===== src/rtl/jt49_eg_sched_if.sv =====
// CPU-side register bus for the jt49 envelope scheduler.
// master: CPU / bench side, slave: jt49_eg_sched.
interface jt49_eg_sched_if;
    logic       wr;
    logic [3:0] addr;
    logic [7:0] din;
    logic [3:0] rd_addr;
    logic [7:0] dout;

    modport master (
        output wr,
        output addr,
        output din,
        output rd_addr,
        input  dout
    );

    modport slave (
        input  wr,
        input  addr,
        input  din,
        input  rd_addr,
        output dout
    );
endinterface


===== src/rtl/jt49_eg_sched.sv =====
// Envelope scheduler for jt49_eg: decodes envelope registers 11/12/13, runs the
// cen prescaler and the period counter, and produces eg_cen / eg_restart / eg_ctrl.
// Optional register readback on dout is enabled by defining JT49_EG_RDBK_EN.
// Register 11/12 map to period[7:0]/period[15:8], so PW is expected to be 16.
module jt49_eg_sched #(
    parameter int unsigned PRESCALE = 16,
    parameter int unsigned PW       = 16
) (
    input  logic           clk,
    input  logic           rst,
    input  logic           cen,
    jt49_eg_sched_if.slave bus,
    output logic           eg_cen,
    output logic           eg_restart,
    output logic [3:0]     eg_ctrl,
    output logic [PW-1:0]  period
);
    localparam int unsigned    PSW      = (PRESCALE > 1) ? $clog2(PRESCALE) : 1;
    localparam logic [PSW-1:0] PRE_LAST = PSW'(PRESCALE - 1);

    logic [PSW-1:0] pre_cnt;
    logic [PW-1:0]  per_cnt;
    logic [PW-1:0]  eff_period;
    logic [PW:0]    cnt_inc;
    logic           wr_shape;
    logic           tick;
    logic           step;

    // Tick/step decode; a shape write suppresses any step in the same clk.
    always_comb begin
        wr_shape   = bus.wr && (bus.addr == 4'd13);
        tick       = cen && (pre_cnt == PRE_LAST);
        eff_period = (period == '0) ? PW'(1) : period;
        // One extra bit so cnt+1 never wraps before the compare.
        cnt_inc    = {1'b0, per_cnt} + (PW+1)'(1);
        step       = tick && !wr_shape && (cnt_inc >= {1'b0, eff_period});
    end

    // Prescaler and period counter; shape writes restart the whole period.
    always_ff @(posedge clk or posedge rst) begin
        if (rst) begin
            pre_cnt <= '0;
            per_cnt <= '0;
        end else if (wr_shape) begin
            pre_cnt <= '0;
            per_cnt <= '0;
        end else if (tick) begin
            pre_cnt <= '0;
            per_cnt <= step ? '0 : cnt_inc[PW-1:0];
        end else if (cen) begin
            pre_cnt <= pre_cnt + PSW'(1);
        end
    end

    // Register writes; period updates are seen by the counter from the next clk.
    always_ff @(posedge clk or posedge rst) begin
        if (rst) begin
            period  <= '0;
            eg_ctrl <= '0;
        end else if (bus.wr) begin
            case (bus.addr)
                4'd11:   period[7:0]  <= bus.din;
                4'd12:   period[15:8] <= bus.din;
                4'd13:   eg_ctrl      <= bus.din[3:0];
                default: ;
            endcase
        end
    end

    // Step strobe and restart: restart is held until it has overlapped one eg_cen.
    always_ff @(posedge clk or posedge rst) begin
        if (rst) begin
            eg_cen     <= 1'b0;
            eg_restart <= 1'b0;
        end else begin
            eg_cen <= step;
            if (wr_shape) begin
                eg_restart <= 1'b1;
            end else if (eg_cen) begin
                eg_restart <= 1'b0;
            end
        end
    end

`ifdef JT49_EG_RDBK_EN
    // Combinational register readback.
    always_comb begin
        case (bus.rd_addr)
            4'd11:   bus.dout = period[7:0];
            4'd12:   bus.dout = period[15:8];
            4'd13:   bus.dout = {4'b0000, eg_ctrl};
            default: bus.dout = 8'h00;
        endcase
    end
`else
    assign bus.dout = 8'h00;
    logic unused_rd_addr;
    assign unused_rd_addr = ^bus.rd_addr;
`endif

endmodule


===== src/flat_wrapper.sv =====
// flat-port wrapper written by rule: the top's interface ports become plain ports
module jt49_eg_sched_flat 
#(
    parameter int unsigned PRESCALE = 16,
    parameter int unsigned PW       = 16
)
  (clk, rst, cen, eg_cen, eg_restart, eg_ctrl, period, bus_wr, bus_addr, bus_din, bus_rd_addr, bus_dout);
  jt49_eg_sched_if bus_i ();
  input  logic clk;
  input  logic rst;
  input  logic cen;
  output logic eg_cen;
  output logic eg_restart;
  output logic [3:0] eg_ctrl;
  output logic [PW-1:0] period;
  input wire logic [$bits(bus_i.wr)-1:0] bus_wr;
  input wire logic [$bits(bus_i.addr)-1:0] bus_addr;
  input wire logic [$bits(bus_i.din)-1:0] bus_din;
  input wire logic [$bits(bus_i.rd_addr)-1:0] bus_rd_addr;
  output wire logic [$bits(bus_i.dout)-1:0] bus_dout;
  assign bus_i.wr = bus_wr;
  assign bus_i.addr = bus_addr;
  assign bus_i.din = bus_din;
  assign bus_i.rd_addr = bus_rd_addr;
  assign bus_dout = bus_i.dout;
  jt49_eg_sched #(.PRESCALE(PRESCALE), .PW(PW)) u_core (.clk(clk), .rst(rst), .cen(cen), .bus(bus_i), .eg_cen(eg_cen), .eg_restart(eg_restart), .eg_ctrl(eg_ctrl), .period(period));
endmodule

===== config.mk =====
export PLATFORM = sky130hd
export DESIGN_NAME = jt49_eg_sched_flat
export DESIGN_NICKNAME = d
export VERILOG_FILES = /design/src/rtl/jt49_eg_sched_if.sv /design/src/rtl/jt49_eg_sched.sv /design/src/flat_wrapper.sv
export SDC_FILE = /design/constraint.sdc
export NUM_CORES = 1
export LEC_CHECK = 0
export ABC_AREA = 1
export ABC_CLOCK_PERIOD_IN_PS = 2700
export CAP_MARGIN = 10
export CELL_PAD_IN_SITES_DETAIL_PLACEMENT = 2
export CELL_PAD_IN_SITES_GLOBAL_PLACEMENT = 2
export CORE_ASPECT_RATIO = 0.75
export CORE_UTILIZATION = 30
export DETAILED_ROUTE_END_ITERATION = 12
export MAX_ROUTING_LAYER = met4
export PLACE_DENSITY = 0.77
export SLEW_MARGIN = 40
export SYNTH_ARGS = -nofsm -noshare
export SYNTH_HDL_FRONTEND = slang
export SYNTH_SLANG_ARGS = --single-unit

===== constraint.sdc =====
create_clock -name clk -period 2.7 [get_ports clk]
set_input_delay 0.81 -clock clk [delete_from_list [all_inputs] [get_ports clk]]
set_output_delay 0.81 -clock clk [all_outputs]
set_load 0.005 [all_outputs]

-- Yosys cells after proc, flatten, opt, wreduce, memory -nomap -nowiden
Index checks and enable logic that the tools add are counted.
W data, S select, Z words.
- magnitude comparators: 1
- add/sub/neg operators: 2
- equality and inequality tests: 4
- reductions and logical operators: 12
- mux-type cells: 9
- operators by type and width (kind ; count):
    $mux W16 ; 4
    $add A16 B1 Y17 const B ; 1
    $ge A17 B16 Y1 ; 1
    $eq A4 B4 Y1 const B ; 4
    $logic_not A16 Y1 ; 1
    $mux W4 ; 3
    $reduce_and A2 Y1 ; 3
    $add A4 B1 Y4 const B ; 1
    $logic_and A1 B1 Y1 ; 4
    $reduce_bool A2 Y1 ; 2
    $reduce_bool A3 Y1 ; 1
    $mux W1 ; 2
    $logic_not A1 Y1 ; 1
- input bits: 20
- register bits: 42

-- Logic depth before layout (Yosys ltp)
- depth in word-level cells: 8
- depth in mapped cells: 18
- gate-level depth less buffers: 17

-- Worst setup path before layout
No wires, ideal clock.
- path kind: register to register
- start: reg u_core.per_cnt[0]
- end: reg u_core.per_cnt[2]
- stages on the path, launching flop included: 16
- arrival time: 2.225 ns
- slack: 0.410 ns
- path buffers: 1
- period minus slack after synthesis: 2.290 ns
- library setup time: 0.066 ns
- cells stage by stage: dfrtp_1 ha_1 nand3_1 nor2_1 nand4_1 nand2_1 inv_1 ha_1 a21oi_1 nor2_1 nor2_1 nand3_2 nor2_4 buf_6 nand4_1 nand2_1
- longest elaborated chain between the ends: 6
- ends and longest elaborated chain (item ; RTL line ; text):
    start: declaration ; jt49_eg_sched.sv:22 ; logic [PW-1:0] per_cnt;
    start signal: assignment ; jt49_eg_sched.sv:49 ; per_cnt <= step ? '0 : cnt_inc[PW-1:0];
    $add A16 B1 Y17 (*) ; jt49_eg_sched.sv:35 ; cnt_inc = {1'b0, per_cnt} + (PW+1)'(1);
    $ge A17 B16 Y1 ; jt49_eg_sched.sv:36 ; step = tick && !wr_shape && (cnt_inc >= {1'b0, eff_period});
    $logic_and A1 B1 Y1 ; jt49_eg_sched.sv:36 ;
    $mux W16 (*) ; jt49_eg_sched.sv:49 ;
    $mux W16 (*) ; jt49_eg_sched.sv:47 ; end else if (tick) begin
    $mux W16 (*) ; jt49_eg_sched.sv:44 ; end else if (wr_shape) begin
Every way passes the cells marked *; elsewhere a longest branch is shown, timed or not. The select of a mux whose other input is x is not followed.
A chain may end at the register's enable or synchronous reset.

-- Final worst setup path
- start: reg u_core.per_cnt[1]
- end: reg u_core.per_cnt[0]
- longest elaborated chain between the ends: 6
- ends and longest elaborated chain (item ; RTL line):
    $add A16 B1 Y17 ; jt49_eg_sched.sv:35
    $ge A17 B16 Y1 ; jt49_eg_sched.sv:36
    $logic_and A1 B1 Y1 ; jt49_eg_sched.sv:36
    $mux W16 ; jt49_eg_sched.sv:49
    $mux W16 ; jt49_eg_sched.sv:47
    $mux W16 ; jt49_eg_sched.sv:44
No other way between the ends. The select of a mux whose other input is x is not followed.

==> out/metrics.yaml <==
run_status:
  status: "finished clean"
yosys:
  netlist.area_leader.share_pct: 39.18
  syn_inst: 354
  ys_top_cells_by_area: "dfrtp_1, nand2_1, ha_1, inv_1, nand4_1"
  yosysTopAreaCell: "dfrtp_1"
  ys.flop_type: "dfrtp_1"
  yosysWarnings: 0
  synth_edf_count: 0
  async_flop_share_pct: 100.0
  syn-mean-instance-area_um2: 7.578
  synth_top_cells_by_count: "nand2_1, inv_1, dfrtp_1"
  yosysSeqAreaShare_pct: 39.18
  synth.most_common_cell: "nand2_1"
  ys_types: 31
  syn_area_um2: 2683
  synth-seq-cells: 42
setup_path:
  reg2reg_depth: 18
  path_buf_inv: 2
  worst_ep_required_time_ps: 2930
  cpLargestDelayFamily: "simple AND/OR/NAND/NOR gates"
  critPathLaunchType: "register"
  path_class: "reg -> reg"
  crit_top_cell: "nand2_1"
  cp_cell_sequence: "ha_4 -> nand2_1 -> nor2_4 -> nand2_2 -> nor2_4 -> nor2_1 -> nor2_2 -> ha_1 -> nand2_1 -> inv_1 -> nand2_1 -> nor2_1 -> nand2_1 -> nand3_2 -> nor2_4 -> buf_12 -> nand4_1 -> nand2_1"
  slowest_delay_ps: 400
  path_depth: 18
  path_max_fanout: 17
  cp-end-kind: "register"
  worst_ep_arrival_time_ps: 2710
  ff2ff_setup_slack_ps: 220
  cp_slowest_cell: "dfrtp_1"
die:
  row_count: 29
  fp.dieH_um: 83.90
  num_io_pins: 50
  die_w_um: 111.2
  start_util_pct: 31.33
  fp.coreArea_um2: 8563
  die_area_um2: 9328
detailed_routing:
  vias_per_cell: 4.961
  wl_per_cell_um: 17.57
  dr.pass1.iters: 4
  ant_nets: 0
  wirelength_mm: 8.963
  drc: 0
  drtIter0Drc: 74
  vias: 2530
clock_tree:
  insertion_delay_ps: 290
  cts_buffers: 5
  clk_pin_slew_ps: 70
  cts_tree: "done"
  numClockSinks: 42
  cts-root-buf: "clkbuf_16"
  cts_hold_buffers: 0
  clockBufferDepth: 2
  h-tree-depth: 2
timing:
  max_slew_margin_pct: 65.54
  fin_crit_sh_pct: 91.79
  setup_ws_ps: 221.6
  drv_slew: 0
  fmax_ghz: 0.4035
  setup_viol: 0
  finalHoldViolations: 0
  fin_skew_ps: 5.940
  tightest_slew_ps: 512.2
  fin_crit_ps: 2478
  tns_ps: 0
pwr:
  power_density_nw_per_um2: 635.2
  p_leak_uw: 0.001724
  irDropWorstVdd_uv: 305.8
  p_total_uw: 2205
hold_path:
  hold_class: "reg -> reg"
  whs_path_depth: 1
finish:
  syn2layout_area_growth_pct: 29.38
  fin_nets: 439
  drive_gt1_share_pct: 11.19
  fillCellCount: 981
  finalNonFillerCells: 510
  diodes: 0
placed_design:
  place_worst_setup_slack_ps: 111.8
  gp_congestion: 0.8171
  dp_cells: 500
  hpwl_mm: 6.726
  io_buffers: 37
global_route:
  grt_max_degree: 27
  grt-ovfl-total: 0
  grt_pass1_vias: 2752
  grt_usage_pct: 20.80
  grt_pass1_wl_mm: 14.43
  antenna_found_initial: 0
job:
  cap_violations: 0
-- worst paths after layout --
path	end	startpoint
min	u_core.eg_restart	u_core.eg_cen
max reg2reg	u_core.per_cnt[0]	u_core.per_cnt[1]
min in group asynchronous	u_core.per_cnt[15]	rst
max in group asynchronous	u_core.eg_ctrl[0]	rst
min reg2reg	u_core.eg_restart	u_core.eg_cen
max	u_core.per_cnt[0]	u_core.per_cnt[1]
-- layout make-up --
class,instances,area [um2],share of cell area (%)
Inverter,52,195.2,5.624
Clock buffer,5,125.1,3.605
Timing Repair Buffer,48,490.5,14.13
Tap cell,108,135.1,3.893
Sequential cell,42,1052,30.32
Clock inverter,3,68.82,1.983
Multi-Input combinational cell,252,1404,40.45
-- registers in the layout, indices dropped and copies added, names as in the netlist --
register and count:
u_core.per_cnt 16, u_core.period 16, u_core.eg_ctrl 4, u_core.pre_cnt 4, u_core.eg_cen 1, u_core.eg_restart 1
-- where the power goes --
group,internal (uW),leakage (uW),switching (uW),total (uW)
clock,532,0.0000940,274,806
sequential,731,0.000531,98.9,830
combinational,280,0.00110,289,569
total,1540,0.00172,662,2200
-- worst reg2reg max path, delay by kind of cell (launching register included) --
| family | cells | cell delay, ps |
|---|---|---|
| adder cells (fa/ha/maj) | 2 | 420 |
| flip-flops | 1 | 400 |
| buffers and inverters | 2 | 220 |
| AND/OR/NAND/NOR | 14 | 1390 |
-- cell usage in the layout (no fill, tap or decap), types with 2 or more instances in the layout --
cell type	instances
nor2_2	5
bufinv_16	2
nor3_2	2
buf_4	8
xor2_1	5
buf_12	3
clkbuf_16	5
dfrtp_1	41
inv_1	49
conb_1	8
nand2_1	93
nand4_1	22
nand2_2	5
nand3_1	13
inv_2	3
nor2_1	28
nor2_4	5
nor3_1	2
ha_1	17
xnor2_1	2
nor4_1	4
o21ai_0	20
clkdlybuf4s50_1	37
a21oi_1	11
-- logic make-up after synthesis --
| kind of cell | count (synthesis) | synth area share (%) |
|---|---|---|
| AOI/OAI and AO/OA | 33 | 6.390 |
| adders and majority gates | 18 | 8.396 |
| and+or+nand+nor | 184 | 31.72 |
| DFF | 42 | 39.18 |
| buffers and inverters | 67 | 10.96 |
| xor gates and xnor gates | 9 | 3.219 |
| other | 1 | 0.1398 |
-- metrics by stage --
stage                     utilization, %  instance area (um2)  hold WS [ps]
final                              40.53                 3471         460.1
after global routing               40.53                 3471         495.7
after CTS                          39.87                 3415         465.1
after detailed placement           37.61                 3221         454.6
after global placement             37.61                 3221         437.2
after floorplan                        -                 2709         448.3
-- what timing repair did --
action                                 4_1_cts  5_1_grt
setup buffers                                0        2
gates resized for setup                      0        8
setup endpoints to repair                    0       17
endpoints found under the hold margin        0        0
-- per-layer routing --
layer	wire (um)	part of all wire, %	track usage, %
met2	4233	47	32.16
met5	0	0	-
met4	98	1.1	5.528
met1	4313	48	28.08
met3	317	3.5	3.631
Power figures use the tool's default switching activity.
